[src/rtl/valve_sequencer.sv]
// valve_sequencer: plays a phase pattern table onto a bank of valve air lines.
// Each phase holds its pattern for max(dwell,1) cycles. The table runs n_cycles
// passes, or loops until stop when n_cycles is 0. All-ones on air_out is the
// safe state, with every valve closed.
// Optional feature: define VALVE_SEQ_BREAK_BEFORE_MAKE_EN to insert one
// old|new overlap cycle at each in-run phase change where the pattern differs.
module valve_sequencer #(
   parameter int unsigned N_VALVES = 3,
   parameter int unsigned N_PHASES = 6,
   parameter int unsigned DWELL_W  = 16,
   parameter int unsigned CYCLE_W  = 8
) (
   input  logic                          clk,
   input  logic                          rst,
   input  logic                          cfg_we,
   input  logic [$clog2(N_PHASES)-1:0]   cfg_addr,
   input  logic [N_VALVES-1:0]           cfg_pattern,
   input  logic [DWELL_W-1:0]            cfg_dwell,
   input  logic [CYCLE_W-1:0]            n_cycles,
   input  logic                          start,
   input  logic                          stop,
   output logic [N_VALVES-1:0]           air_out,
   output logic                          busy,
   output logic                          done,
   output logic [$clog2(N_PHASES)-1:0]   phase_idx,
   output logic [CYCLE_W-1:0]            cycles_left
);

   localparam int unsigned PH_W = $clog2(N_PHASES);
   localparam logic [N_VALVES-1:0] SAFE = '1;

   typedef enum logic [1:0] {
      S_IDLE = 2'd0,
      S_RUN  = 2'd1,
      S_DONE = 2'd2
   } state_t;

   state_t                state_q, state_d;
   logic [N_VALVES-1:0]   pat_q   [N_PHASES];
   logic [DWELL_W-1:0]    dwell_q [N_PHASES];
   logic [DWELL_W-1:0]    cnt_q, cnt_d;
   logic                  bbm_q, bbm_d;
   logic [N_VALVES-1:0]   air_d;
   logic                  busy_d, done_d;
   logic [PH_W-1:0]       phase_d, nxt_phase;
   logic [CYCLE_W-1:0]    cyc_d;
   logic                  phase_last;
   logic                  tbl_we;

   // Remaining-cycle counter value for a phase: a dwell of 0 behaves as 1.
   function automatic logic [DWELL_W-1:0] dwell_load(input logic [DWELL_W-1:0] d);
      return (d == '0) ? '0 : d - DWELL_W'(1);
   endfunction

   // Pattern table; written only while no sequence is running.
   always_ff @(posedge clk) begin
      if (rst) begin
         for (int i = 0; i < int'(N_PHASES); i++) begin
            pat_q[i]   <= SAFE;
            dwell_q[i] <= DWELL_W'(1);
         end
      end else if (tbl_we) begin
         pat_q[cfg_addr]   <= cfg_pattern;
         dwell_q[cfg_addr] <= cfg_dwell;
      end
   end

   // State, dwell counter and registered outputs.
   always_ff @(posedge clk) begin
      if (rst) begin
         state_q     <= S_IDLE;
         cnt_q       <= '0;
         bbm_q       <= 1'b0;
         air_out     <= SAFE;
         busy        <= 1'b0;
         done        <= 1'b0;
         phase_idx   <= '0;
         cycles_left <= '0;
      end else begin
         state_q     <= state_d;
         cnt_q       <= cnt_d;
         bbm_q       <= bbm_d;
         air_out     <= air_d;
         busy        <= busy_d;
         done        <= done_d;
         phase_idx   <= phase_d;
         cycles_left <= cyc_d;
      end
   end

   // Next-state and next-output logic.
   always_comb begin
      state_d    = state_q;
      cnt_d      = cnt_q;
      bbm_d      = 1'b0;
      air_d      = air_out;
      busy_d     = busy;
      done_d     = 1'b0;
      phase_d    = phase_idx;
      cyc_d      = cycles_left;
      tbl_we     = 1'b0;
      phase_last = (phase_idx == PH_W'(N_PHASES - 1));
      nxt_phase  = phase_last ? '0 : phase_idx + PH_W'(1);

      case (state_q)
         S_IDLE: begin
            air_d  = SAFE;
            busy_d = 1'b0;
            if (cfg_we && (32'(cfg_addr) < N_PHASES)) begin
               tbl_we = 1'b1;
            end
            if (start && !stop) begin
               state_d = S_RUN;
               busy_d  = 1'b1;
               phase_d = '0;
               air_d   = pat_q[0];
               cnt_d   = dwell_load(dwell_q[0]);
               cyc_d   = n_cycles;
            end
         end

         S_RUN: begin
            if (stop) begin
               state_d = S_IDLE;
               air_d   = SAFE;
               busy_d  = 1'b0;
               phase_d = '0;
               cyc_d   = '0;
            end else if (bbm_q) begin
               // Overlap cycle finished: open to the new pattern, dwell starts now.
               air_d = pat_q[phase_idx];
            end else if (cnt_q != '0) begin
               cnt_d = cnt_q - DWELL_W'(1);
            end else if (phase_last && (cycles_left == CYCLE_W'(1))) begin
               state_d = S_DONE;
               done_d  = 1'b1;
               busy_d  = 1'b0;
               air_d   = SAFE;
               phase_d = '0;
               cyc_d   = '0;
            end else begin
               if (phase_last && (cycles_left != '0)) begin
                  cyc_d = cycles_left - CYCLE_W'(1);
               end
               phase_d = nxt_phase;
               cnt_d   = dwell_load(dwell_q[nxt_phase]);
`ifdef VALVE_SEQ_BREAK_BEFORE_MAKE_EN
               if (pat_q[nxt_phase] != air_out) begin
                  air_d = air_out | pat_q[nxt_phase];
                  bbm_d = 1'b1;
               end else begin
                  air_d = pat_q[nxt_phase];
               end
`else
               air_d = pat_q[nxt_phase];
`endif
            end
         end

         S_DONE: begin
            state_d = S_IDLE;
            air_d   = SAFE;
            busy_d  = 1'b0;
         end

         default: begin
            state_d = S_IDLE;
            air_d   = SAFE;
            busy_d  = 1'b0;
            phase_d = '0;
            cyc_d   = '0;
         end
      endcase
   end

endmodule

[config.mk]
export PLATFORM = sky130hd
export DESIGN_NAME = valve_sequencer
export DESIGN_NICKNAME = d
export VERILOG_FILES = /design/src/rtl/valve_sequencer.sv
export SDC_FILE = /design/constraint.sdc
export NUM_CORES = 1
export LEC_CHECK = 0
export CAP_MARGIN = 20
export CELL_PAD_IN_SITES_DETAIL_PLACEMENT = 1
export CELL_PAD_IN_SITES_GLOBAL_PLACEMENT = 1
export CORE_ASPECT_RATIO = 1.4
export CORE_MARGIN = 4
export CORE_UTILIZATION = 43
export CTS_CLUSTER_DIAMETER = 30
export DETAILED_ROUTE_END_ITERATION = 12
export PLACE_DENSITY = 0.76
export SLEW_MARGIN = 30
export SYNTH_ARGS = -nofsm -noshare
export SYNTH_HDL_FRONTEND = slang
export SYNTH_SLANG_ARGS = --single-unit
[constraint.sdc]
create_clock -name clk -period 3.5 [get_ports clk]
set_clock_uncertainty 0.15 [all_clocks]
set_input_delay 0.35 -clock clk [delete_from_list [all_inputs] [get_ports clk]]
set_output_delay 0.35 -clock clk [all_outputs]
set_load 0.01 [all_outputs]
* Word level (Yosys, flattened, before mapping) *
Memories as Yosys holds them, arrays and structs flattened.
Cells that the tools add are included.

storage, ports and cells
  register bits after elaboration = 34
  RAM bits = 114
  bits of input ports = 35
  word-level logic and storage cells = 94
  memories kept = 2

memories
  memory   words  width  rd ports  clocked after Yosys merged registers in  wr ports  line  text
  dwell_q  6      16     2         0                                        6         40    logic [DWELL_W-1:0] dwell_q [N_PHASES];
  pat_q    6      3      2         0                                        6         39    logic [N_VALVES-1:0] pat_q [N_PHASES];

operators by class
  $add $sub $neg = 5
  order comparisons = 1
  equal/unequal tests = 10
  muxes and demuxes = 48
  bitwise gates (word level) = 2
  reduce and logical (&&, ||, !) cells = 19

operator list
  cell                                                                   number
  16-bit two-way mux                                                     7
  16-bit by 1-bit subtractor with 16-bit output (second input constant)  3
  8-bit two-way mux                                                      5
  3-bit two-way mux                                                      12
  16-bit logical NOT                                                     2
  16-bit case mux with 2 select lines                                    1
  8-bit case mux with 3 select lines                                     1
  16-bit nonzero test                                                    1
  16-bit OR reduction                                                    1
  1-bit two-way mux                                                      14
  3-bit != test (second input constant)                                  3
  3-bit case mux with 3 select lines                                     1
  8-bit by 1-bit == test with 1-bit output (second input constant)       1
  2-bit two-way mux                                                      4
  4-bit AND reduction                                                    2
  8-bit nonzero test                                                     1
  8-bit by 1-bit subtractor with 8-bit output (second input constant)    1
  3-bit case mux with 2 select lines                                     1
  3-bit AND reduction                                                    2
  1-bit logical AND                                                      4
  2-bit != test (second input constant)                                  2
  4-bit != test (second input constant)                                  1
  2-bit case mux with 2 select lines                                     1
  4-bit OR reduction                                                     1
  12 further kinds                                                       13

* Longest topological paths before layout *
  word-level depth = 9
  gate-level depth with buffers = 14
  mapped depth without buffers = 10

* Least setup slack after synthesis *
Ideal clock, no wire load.

  path type = flip-flop to flip-flop
  start = register phase_idx[1]
  end = register cnt_q[10]
  setup time = 0.134 ns
  arrival time = 2.613 ns
  slack = 0.602 ns
  cell stages (with the launch flop) = 15
  period minus slack after synthesis = 2.898 ns
  cells stage by stage = dfxtp_1 > buf_6 > buf_4 > buf_4 > buf_2 > nor2_1 > o2bb2ai_1 > o21ai_0 > nor2b_1 > ha_1 > nand3b_1 > nor4_1 > xor2_1 > a221oi_1 > nor3_1

on the way
  cells in the longest elaborated chain, start to end = 9
  elaborated cells between the ends (all ways) = 14
  those cells by class = 2 x add/sub; 2 x eq/ne; 6 x mux; 3 x reduce/logical; 1 x memory

ends and longest elaborated chain
  item                                                                                 line      text
  from (decl)                                                                          25        output logic [$clog2(N_PHASES)-1:0] phase_idx,
  from (signal assigned)                                                               86        phase_idx <= phase_d;
  3-bit by 1-bit adder with 3-bit output or 3-bit == test (tied branches)              103, 102
  3-bit two-way mux                                                                    103       nxt_phase = phase_last ? '0 : phase_idx + PH_W'(1);
  memory read 6 x 16 bit                                                               --
  16-bit by 1-bit subtractor with 16-bit output or 16-bit logical NOT (tied branches)  52        return (d == '0) ? '0 : d - DWELL_W'(1);
  16-bit two-way mux                                                                   52
  16-bit two-way mux                                                                   134       end else if (phase_last && (cycles_left == CYCLE_W'(1))) begin
  16-bit two-way mux                                                                   132       end else if (cnt_q != '0) begin
  16-bit two-way mux                                                                   123       if (stop) begin
  16-bit case mux with 2 select lines                                                  105       case (state_q)
  to (signal assigned)                                                                 81        cnt_q <= cnt_d;
  to (decl)                                                                            41        logic [DWELL_W-1:0] cnt_q, cnt_d;

Parallel ways exist; a longest one is shown, timed or not. The select of a mux whose other input is x is not followed.
A chain may end at the register's enable or synchronous reset.

* Worst setup path in the final report *
  start = register phase_idx[1]
  end = register cnt_q[11]

Same word-level chain as after synthesis.

==> qor.txt <==
Setup TNS Final -> 0 ps
Clock sink count -> 168
Wire length per cell -> 22.4 um
Crit-path max FO -> 42
Initial DRC count -> 534
Worst reg2reg path depth -> 10
Hold_sp -> air_out[0]
Largest net degree at the start of global routing -> 43
Via-per-instance ratio -> 5.89
Clock Power Share -> 0.400
Largest family of logic cells by synthesized area -> simple AND/OR/NAND/NOR gates
Hold Buf Count CTS -> 0
#FFs+latches synth -> 168
Synth warn -> 0
RePlAce Congestion -> 0.853
PD cells -> 457 nW/um^2
Type of the worst setup path -> reg2reg
Switching share of power -> 0.256
Leakage -> 0.00363 uW
Vias in the first global route -> 7476
Worst-Skew Late Latency -> 440 ps
Worst setup SP type -> register
Post-Syn Instances -> 849
Clk Tree Root Cell -> clkbuf_16
Worst Hold Depth -> 1
Final nets -> 966
Initial core utilization -> 0.441
Syn avg cell area -> 10.4 sq um
CTS tree -> built
Synth-to-Final Area Change -> 16.6%
RSZ-0062 raised after global routing -> false
Post-synthesis mux area share -> 0.0161
Headroom to the max-slew limit -> 0.386
Vias -> 7003
Fmax achieved -> 0.305 GHz
Die ar. -> 23000 sq um
Post-CTS Setup Bufs -> 0
R2r setup slk -> 220 ps
Flop pwr share -> 0.491
HPWL Detailed -> 18500 um
Fin. max-slew vios -> 0
Post-route minimum period -> 3280 ps
Reg clk slew, reported paths -> 70 ps
Placed Cells -> 1158
Worst Path Arrival -> 3430 ps
FF-to-FF End -> cnt_q[11]
Ports -> 51
Max VDD drop -> 0.285 mV
TritonCTS Buffers -> 17
Simple-gate share of the synthesized area -> 0.210
Layout Cells excl Fill -> 1189
DRT antenna net count -> 0
Crit path from -> phase_idx[1]
Int Pwr -> 3510 uW
Area of the core -> 20100 sq um
First-pass GRT wire length -> 41600 um
Critical Path End Type -> register
Hold Vio Cnt, Final -> 0
Reg-to-Reg Start -> phase_idx[1]
Initial antenna violation count -> 0
Status -> completed
EDFF count, synth -> 134
Share of layout cells above drive strength 1 -> 0.123
Primary FF master, synth -> edfxtp_1
CTS resizes -> 0
Die W -> 129 um
Combinational power share -> 0.108
CTS max path bufs -> 2
All-Layer GR Usage -> 0.240
Final setup fails -> 0
Synth async-reset ratio -> 0
Seq/Total Area, Yosys -> 0.532
Synth Area in Adders -> 0.00849
Row count -> 61
Min-Delay Path Class -> reg2reg
Synth area leaders -> edfxtp_1 45%, dfxtp_1 7.7%, nor2_1 7.2%
Worst-margin pin slew -> 922 ps
Final period util -> 0.937
# H-tree levels -> 4
Max Cap Viol -> 0
CP required -> 3650 ps
Total grt overflow -> 0
Ant diodes -> 0
Number of remaining DRC errors -> 0
Area leader, netlist -> edfxtp_1
Sw power -> 1210 uW
Die Height -> 178 um
XOR/XNOR Fraction of Synth Area -> 0.0366
I/O Buffers -> 50
Synth cell types -> 83
Yosys top cell area share -> 0.455
Hold Crit Endpoint -> air_out[0]
Synth Area in Compound Gates -> 0.150
Synthesized area -> 8850 sq um
DR pass1 iterations -> 5
Final wirelength -> 26700 um
==> power by group through the flow <==
stage	registers, uW	clock network (uW)	logic, uW
3_5_place_dp	2360	0	505
2_1_floorplan	2340	0	326
5_1_grt	2330	1980	561
3_3_place_gp	2360	0	497
4_1_cts	2320	1910	510
6_report	2320	1890	510
==> state kept, by name, indices dropped and copies added, names as in the netlist <==
register	cells
cycles_left	8
done	1
state_q	2
air_out	3
cnt_q	16
busy	1
phase_idx	3
dwell_q	113
pat_q	21
==> kinds of logic after synthesis <==
kind of cell,after synthesis
XOR/XNOR,37
other,1
AO/OA/AOI/OAI,170
buffers and inverters,79
adder cells (fa/ha/maj),6
flip-flops,168
AND/OR/NAND/NOR,374
multiplexers,14
==> Yosys cell counts (all sizes together) (12+ instances only) <==
master	n
nor2	173
edfxtp	134
nand2	63
dfxtp	34
a21oi	32
inv	30
nor3	28
buf	26
clkbuf	22
xnor2	22
nand2b	21
nor2b	19
nor4	19
o21ai	18
o22ai	18
xor2	15
a2bb2oi	13
mux2i	12
==> metal layers <==
layer  wire, um  vias up  track usage  share of wire
li1           -     3229            -              -
met1      10600     3513        0.286           0.40
met3        974       58       0.0289          0.037
met4        898        0       0.0972          0.034
met5          0        -            0              0
met2      14200      203        0.433           0.53
==> worst max-delay path, cell delays in order (launching register included) <==
cell and delay, ps:
dfxtp_2 450, buf_12 270, buf_4 280, nor2b_1 160
o221ai_1 160, a2bb2oi_2 280, nand4b_2 240, nor4b_4 350
a31oi_4 270, a2111oi_2 470, nor4_2 60
==> worst max path at each step <==
stage	end	slack (ps)
2_1_floorplan	cnt_q[10]	600
3_3_place_gp	cycles_left[1]	260
3_5_place_dp	cycles_left[2]	200
4_1_cts	cycles_left[2]	190
5_1_grt	cnt_q[11]	10
6_report	cnt_q[11]	220
==> cell type report <==
cell class,instances,area (sq um)
well taps,252,315
flip-flops and latches,168,4710
clock buffers,18,429
fillers,2232,9760
multi-input cells,621,3820
repair buffers,86,783
inverters,31,116
clock inverters,13,146
==> placed cells by master, fill, tap and decap left out, types with 6 or more instances in the layout <==
master / count
nor4_1: 12
mux2i_1: 12
a21oi_1: 31
nand3_1: 10
a2bb2oi_2: 6
a22oi_1: 9
clkdlybuf4s50_1: 50
a211oi_1: 8
nand2b_1: 21
conb_1: 20
o32ai_1: 7
clkbuf_16: 17
o22ai_1: 18
nor3_1: 27
dfxtp_1: 33
o31ai_1: 6
o21ai_0: 16
xor2_1: 15
a2bb2oi_1: 7
nand2_1: 63
o221ai_1: 9
nand3b_1: 6
buf_4: 35
nor2_1: 169
or4_1: 7
ha_1: 6
nor2b_1: 19
a31oi_1: 7
inv_1: 29
xnor2_1: 22
edfxtp_1: 134
==> through the flow <==
stage / setup WS (ps) / area [sq um] / hold slack [ps] / utilization / power, uW
6_report: 220 / 10300 / 329 / 0.514 / 4720
5_1_grt: 11.0 / 10300 / 354 / 0.514 / 4870
4_1_cts: 187 / 10300 / 335 / 0.513 / 4740
3_5_place_dp: 199 / 9730 / 316 / 0.485 / 2870
3_3_place_gp: 259 / 9730 / 321 / 0.485 / 2850
2_1_floorplan: 602 / 8920 / 319 / - / 2660
Power figures use the tool's default switching activity.
